<file path="config.mk">
export PLATFORM = sky130hd
export DESIGN_NAME = serial_subtractor
export DESIGN_NICKNAME = d
export VERILOG_FILES = /design/src/rtl/serial_subtractor_pkg.sv /design/src/rtl/serial_subtractor_complete_subtractor.sv /design/src/rtl/serial_subtractor.sv
export SDC_FILE = /design/constraint.sdc
export NUM_CORES = 1
export LEC_CHECK = 0
export CORE_ASPECT_RATIO = 0.9
export CORE_MARGIN = 2
export CORE_UTILIZATION = 41
export DETAILED_ROUTE_END_ITERATION = 10
export MAX_ROUTING_LAYER = met4
export PLACE_DENSITY_LB_ADDON = 0.1
export SLEW_MARGIN = 20
export SYNTH_ARGS = -nofsm -noshare
export SYNTH_HDL_FRONTEND = slang
export SYNTH_SLANG_ARGS = --single-unit
</file>
<file path="constraint.sdc">
create_clock -name clk -period 1.48 [get_ports clk]
set_input_delay 0.37 -clock clk [delete_from_list [all_inputs] [get_ports clk]]
set_output_delay 0.37 -clock clk [all_outputs]
set_load 0.01 [all_outputs]
</file>
<file path="src/rtl/serial_subtractor_pkg.sv">
`default_nettype none
// ============================================================================
// Module      : serial_subtractor_pkg
// Description : Shared state encoding and counter sizing for serial_subtractor.
// Revision    : 1.0 - initial release
// ============================================================================
package serial_subtractor_pkg;

    typedef enum logic [1:0] {
        ST_IDLE  = 2'd0,
        ST_SHIFT = 2'd1,
        ST_DONE  = 2'd2
    } state_t;

    // A one-bit counter is still needed when WIDTH is 1 or 2.
    function automatic int cnt_width(input int width);
        return (width < 2) ? 1 : $clog2(width);
    endfunction

endpackage
`default_nettype wire

</file>
<file path="src/rtl/serial_subtractor_complete_subtractor.sv">
`default_nettype none
// ============================================================================
// Module      : complete_subtractor
// Description : Combinational one-bit full-subtractor cell (x - y - b_in).
// Revision    : 1.0 - initial release
// ============================================================================
module complete_subtractor (
    output logic d,
    output logic b_out,
    input  logic b_in,
    input  logic x,
    input  logic y
);

    assign d     = x ^ y ^ b_in;
    assign b_out = (~x & y) | (~(x ^ y) & b_in);

endmodule
`default_nettype wire

</file>
<file path="src/rtl/serial_subtractor.sv">
`default_nettype none
// ============================================================================
// Module      : serial_subtractor
// Description : Bit-serial a - b, one bit per clock, start/ready + done pulse.
// Revision    : 1.0 - initial release
// ============================================================================
module serial_subtractor
    import serial_subtractor_pkg::*;
#(
    parameter int WIDTH = 8
) (
    input  logic             clk,
    input  logic             rst,
    input  logic             start,
    input  logic [WIDTH-1:0] a,
    input  logic [WIDTH-1:0] b,
    output logic             ready,
    output logic             done,
    output logic [WIDTH-1:0] diff,
    output logic             borrow_out,
    output logic             overflow
);

    localparam int                 c_cnt_w = cnt_width(WIDTH);
    localparam logic [c_cnt_w-1:0] c_last  = c_cnt_w'(WIDTH - 1);

    state_t             r_state;
    logic [WIDTH-1:0]   r_a;
    logic [WIDTH-1:0]   r_b;
    logic               r_borrow;
    logic [c_cnt_w-1:0] r_cnt;
    logic               r_a_msb;
    logic               r_b_msb;

    logic               w_d;
    logic               w_bout;
    logic               w_load;
    logic               w_shift;
    logic [WIDTH-1:0]   w_res_next;

    assign w_load  = (r_state == ST_IDLE) && start;
    assign w_shift = (r_state == ST_SHIFT);

    complete_subtractor u_cell (
        .d     (w_d),
        .b_out (w_bout),
        .b_in  (r_borrow),
        .x     (r_a[0]),
        .y     (r_b[0])
    );

    // Partial result keeps only the upper WIDTH-1 bits; the current cell
    // output supplies the MSB of the completed word.
    generate
        if (WIDTH > 1) begin : g_part
            logic [WIDTH-2:0] r_part;

            always_ff @(posedge clk) begin
                if (rst || w_load) begin
                    r_part <= '0;
                end else if (w_shift) begin
                    r_part <= w_res_next[WIDTH-1:1];
                end
            end

            assign w_res_next = {w_d, r_part};
        end else begin : g_no_part
            assign w_res_next = w_d;
        end
    endgenerate

    always_ff @(posedge clk) begin
        if (rst) begin
            r_state    <= ST_IDLE;
            ready      <= 1'b1;
            done       <= 1'b0;
            diff       <= '0;
            borrow_out <= 1'b0;
            overflow   <= 1'b0;
            r_a        <= '0;
            r_b        <= '0;
            r_borrow   <= 1'b0;
            r_cnt      <= '0;
            r_a_msb    <= 1'b0;
            r_b_msb    <= 1'b0;
        end else begin
            case (r_state)
                ST_IDLE: begin
                    if (start) begin
                        r_a      <= a;
                        r_b      <= b;
                        r_a_msb  <= a[WIDTH-1];
                        r_b_msb  <= b[WIDTH-1];
                        r_borrow <= 1'b0;
                        r_cnt    <= '0;
                        ready    <= 1'b0;
                        r_state  <= ST_SHIFT;
                    end
                end
                ST_SHIFT: begin
                    r_a      <= r_a >> 1;
                    r_b      <= r_b >> 1;
                    r_borrow <= w_bout;
                    r_cnt    <= r_cnt + c_cnt_w'(1);
                    if (r_cnt == c_last) begin
                        diff       <= w_res_next;
                        borrow_out <= w_bout;
                        overflow   <= (r_a_msb != r_b_msb) && (w_d != r_a_msb);
                        done       <= 1'b1;
                        r_state    <= ST_DONE;
                    end
                end
                ST_DONE: begin
                    done    <= 1'b0;
                    ready   <= 1'b1;
                    r_state <= ST_IDLE;
                end
                default: begin
                    done    <= 1'b0;
                    ready   <= 1'b1;
                    r_state <= ST_IDLE;
                end
            endcase
        end
    end

endmodule
`default_nettype wire

</file>
Word-level counts from Yosys, hierarchy flattened
Cells that the tools add are included.
{"block": "word_totals", "register_bits": 43, "word_cells": 54}
{"block": "op_classes", "addsub": 1, "reduce_logical": 11, "eq_ne": 6, "bitwise": 9, "n_mux": 14}
{"operator": "one-hot mux 8 bit (2 select lines)", "count": 2}
{"operator": "2-to-1 mux 8 bit", "count": 2}
{"operator": "AND reduction 2 bit", "count": 6}
{"operator": "one-hot mux 1 bit (2 select lines)", "count": 3}
{"operator": "one-hot mux 3 bit (2 select lines)", "count": 1}
{"operator": "2-to-1 mux 2 bit", "count": 2}
{"operator": "inverter 1 bit", "count": 4}
{"operator": "one-hot mux 2 bit (2 select lines)", "count": 1}
{"operator": "adder 3 x 1 -> 3 bit, second input constant", "count": 1}
{"operator": "== test 3 bit, second input constant", "count": 1}
{"operator": "2-to-1 mux 3 bit", "count": 1}
{"operator": "bitwise AND 1 bit", "count": 2}
{"operator": "== test 2 x 1 -> 1 bit, second input constant", "count": 1}
{"operator": "logical AND 1 bit", "count": 2}
{"operator": "logical NOT 2 bit", "count": 1}
{"operator": "2-to-1 mux 1 bit", "count": 2}
{"operator": "inequality test 1 bit", "count": 2}
{"operator": "inequality test 2 x 1 -> 1 bit, second input constant", "count": 1}
{"operator": "inequality test 2 bit, second input constant", "count": 1}
{"operator": "nonzero test 2 bit", "count": 1}
{"operator": "bitwise XOR 1 bit", "count": 2}
{"operator": "logical OR 1 bit", "count": 1}
{"operator": "OR 1 bit", "count": 1}

Logic depth before layout (Yosys ltp)
{"block": "logic_depth", "depth_word": 5, "ltp_mapped": 6, "mapped_depth_nobuf": 5}

Cells and area by module
A second synthesis with hierarchy kept.
{"block": "unflattened", "cells_unflattened": 184, "hier_area_um2": 1775.5}
{"module": "serial_subtractor", "area_each_um2": 1744.2, "cells_each": 180, "seq_area_each_um2": 860.8, "n_inst": 1}
{"module": "complete_subtractor", "area_each_um2": 31.3, "cells_each": 4, "seq_area_each_um2": 0.0, "n_inst": 1}

Worst setup path after synthesis
OpenSTA, ideal clock, no wires.
{"block": "synth_timing", "path_kind": "reg-to-reg", "from": "reg r_b[0]", "to": "reg overflow", "path_stages_with_launch": 6, "setup_slack_ns": 0.043, "synth_period_minus_slack_ns": 1.437, "required_ns": 1.358, "setup_ns": 0.122, "t_arrival_ns": 1.316, "path_buffers": 0, "cell_sequence": "dfxtp_1 > inv_1 > fa_1 > and3b_1 > a211oi_1 > nor3_1"}
{"block": "synth_via", "elab_chain_len": 4}
{"element": "from (decl)", "line_no": "serial_subtractor.sv:29", "source": "logic [WIDTH-1:0] r_b;"}
{"element": "from (signal assigned)", "line_no": "serial_subtractor.sv:102", "source": "r_b <= r_b >> 1;"}
{"element": "bitwise XOR 1 bit (2 in series)", "line_no": "serial_subtractor_complete_subtractor.sv:15", "source": "assign d = x ^ y ^ b_in;"}
{"element": "via u_cell.d", "line_no": "serial_subtractor_complete_subtractor.sv:8", "source": "output logic d,"}
{"element": "inequality test 1 bit", "line_no": "serial_subtractor.sv:108", "source": "overflow <= (r_a_msb != r_b_msb) && (w_d != r_a_msb);"}
{"element": "logical AND 1 bit", "line_no": "serial_subtractor.sv:108"}
{"element": "to (signal assigned)", "line_no": "serial_subtractor.sv:108"}
{"element": "to (decl)", "line_no": "serial_subtractor.sv:21", "source": "output logic overflow"}
The timed path passes the listed nets, and every way through them passes these cells.
A chain may end at the register's enable or synchronous reset.

Worst setup path in the final report
Same ends and word-level chain as after synthesis.

==> impl_metrics.yaml <==
grt:
  grtUsageMet2: 0.269
  antenna_found_initial: 0
  gr-usage-all-layers: 0.162
  grt_pass1_wl_um: 5890
  overflow: 0
  use_met1: 0.188
  grt_pass1_vias: 1358
  grt_busiest_layer: "met2"
  grt_use_met3: 0.0439
  grt_max_degree: 30
worst_hold_path:
  hold_path.class: "flop to flop"
  hold_depth: 2
yosys:
  synth_edf_count: 0
  ys.flop_type: "dfxtp_1"
  syn_area_per_cell_sq_um: 9.91
  yosys_warnings: 0
  post-synth-top-count-cell: "dfxtp_1"
  synthArstFlopShare: 0
  synthesis.area_sq_um: 1790
  seq_area_frac_synth: 0.480
  syn_nets: 203
  netlist_top_cells_count: "dfxtp_1, nor2_1, nand2_1"
  netlist.area_leader.share: 0.480
  post_synth_main_area_contributors: "dfxtp_1, mux2i_1, a211oi_2, nor2_1, a22oi_1"
  yosys_register_bits: 43
  synth_area_leader_cell: "dfxtp_1"
  ys_types: 28
  syn_inst: 181
worst_setup_path:
  crit_path_end_kind: "flop"
  cp.arrival_ns: 1.62
  path_max_fanout: 3
  startpoint_type: "flop"
  required_ns: 1.66
  worstRegToRegCells: 5
  critical_path_class: "flop to flop"
run_status:
  outcome: "finished clean"
timing:
  worst-slew-pin-transition_ns: 0.380
  skew_ns: 0.00460
  rsz0062_at_grt: "true"
  hold_ws_ns: 0.454
  hold_viol_final: 0
  fin_crit_ns: 1.44
  finalMaxSlewViolations: 0
  final-setup-viol-count: 0
  slew_headroom: 0.746
  fmax_ghz: 0.693
  period_share: 0.975
  worst_slack_ns: 0.0373
flow_run:
  cap_violations: 0
clock_tree:
  root_buffer: "clkbuf_8"
  postCtsHoldBufs: 0
  clkLatencyLatePin_ns: 0.28
  cts_tree: "built"
  cts-htree-levels: 2
  cts.sinks: 43
  clkTransAtPathRegs_ns: 0.08
  cts_buffer_depth: 2
  cts_buffers: 5
route:
  drc: 0
  drtIter0Drc: 46
  detailroute.via_count: 1404
  ant_nets: 0
  drtPass1Iterations: 4
  via_per_inst: 5.20
  wl_um: 3470
  wire_per_inst_um: 12.9
placement:
  dpl_worst_slack_ns: -0.0931
  dp.final_hpwl_um: 2390
  gp_congestion: 0.665
  port_buffers: 30
power_and_ir_drop:
  irDropWorstVdd_mv: 0.707
  power_w: 0.00224
  leakage_nw: 0.924
  power_density_nw_per_um2: 980
final_layout:
  drive_above_1_share: 0.189
  antennaDiodeCount: 0
  fin_nets: 243
  syn2layout_area_growth_pct: 27.2
  n_fill_cell: 377
floorplanning:
  initial_utilization: 0.434
  dieArea_sq_um: 4920
  std_cell_rows: 22
  ios: 31
  dieWidth_um: 73.7
  core_sq_um: 4130
  die_h_um: 66.7
==> through the flow <==
| step | area (sq um) | std cells | util | TNS (ns) |
|---|---|---|---|---|
| finish | 2280 | 270 | 0.552 | 0 |
| global route | 2280 | 270 | 0.552 | -0.0129 |
| CTS | 2260 | 267 | 0.546 | 0 |
| detailed placement | 2180 | 259 | 0.529 | -1.67 |
| global placement | 2180 | 259 | 0.529 | -0.997 |
| floorplan | 1790 | 181 | - | 0 |
==> layout make-up <==
type	count	area [sq um]	share of cell area
clock buffer	7	76.3	0.0335
clock inverter	1	5.00	0.00219
inverter	3	11.3	0.00494
multi-input combinational	122	835	0.366
sequential	43	863	0.378
tap	48	60.1	0.0263
timing repair buffer	46	430	0.189
==> worst max-delay path: stages (launching register included) <==
cell and delay [ns]:
dfxtp_2 0.33, inv_1 0.05, fa_1 0.61, nor2_1 0.08, a211oi_2 0.21, nor3_1 0.06
==> cell usage in the layout (no fill, tap or decap), drive strengths merged, types with 2 or more instances in the layout <==
master / n
a211oi: 17
a21oi: 13
a22oi: 10
and3b: 3
buf: 16
clkbuf: 7
clkdlybuf4s50: 18
dfxtp: 43
dlygate4sd2: 12
ha: 2
inv: 3
mux2i: 14
nand2: 18
nand2b: 4
nor2: 30
o21ai: 2
==> metal layers <==
layer | share of wire | routed length, um
met1 | 0.48 | 1680
met5 | 0 | 0
met3 | 0.050 | 173
met2 | 0.46 | 1590
met4 | 0.0081 | 28
==> timing repair <==
item                                    CTS  global route
resized for setup                        14             1
endpoints found under the setup margin   13             4
setup buffers                             0             2
pin swaps                                 2             4
cloned                                    0             1
==> power by group <==
group | total [W] | internal (W) | switching [W]
clock network | 0.000689 | 0.000331 | 0.000358
registers | 0.00124 | 0.00121 | 0.0000330
logic | 0.000306 | 0.000165 | 0.000141
total | 0.00224 | 0.00170 | 0.000532
==> state kept, by name (all words and copies together), names as in the netlist <==
signal         count
overflow           1
diff               8
r_cnt              3
borrow_out         1
ready              1
g_part.r_part      7
r_state            2
r_b                8
done               1
r_a_msb            1
r_borrow           1
r_a                8
r_b_msb            1
==> final timing paths <==
path / slack, ns / end / start
worst min-delay path: 0.45 / diff[2] / diff[2]
worst max register to register: 0.04 / overflow / r_b[0]
worst min register to register: 0.45 / diff[2] / diff[2]
worst max-delay path: 0.04 / overflow / r_b[0]
==> cell families (layout without fill, tap and decap cells) <==
logic type	count (synthesis)	after routing	synth area share
flip-flops	43	43	0.480
AO/OA/AOI/OAI	46	46	0.211
multiplexers	14	14	0.0782
AND/OR/NAND/NOR	58	59	0.144
buffers and inverters	17	57	0.0621
adder cells (fa/ha/maj)	3	3	0.0251
Note: power is estimated with default switching activity, not from simulation.
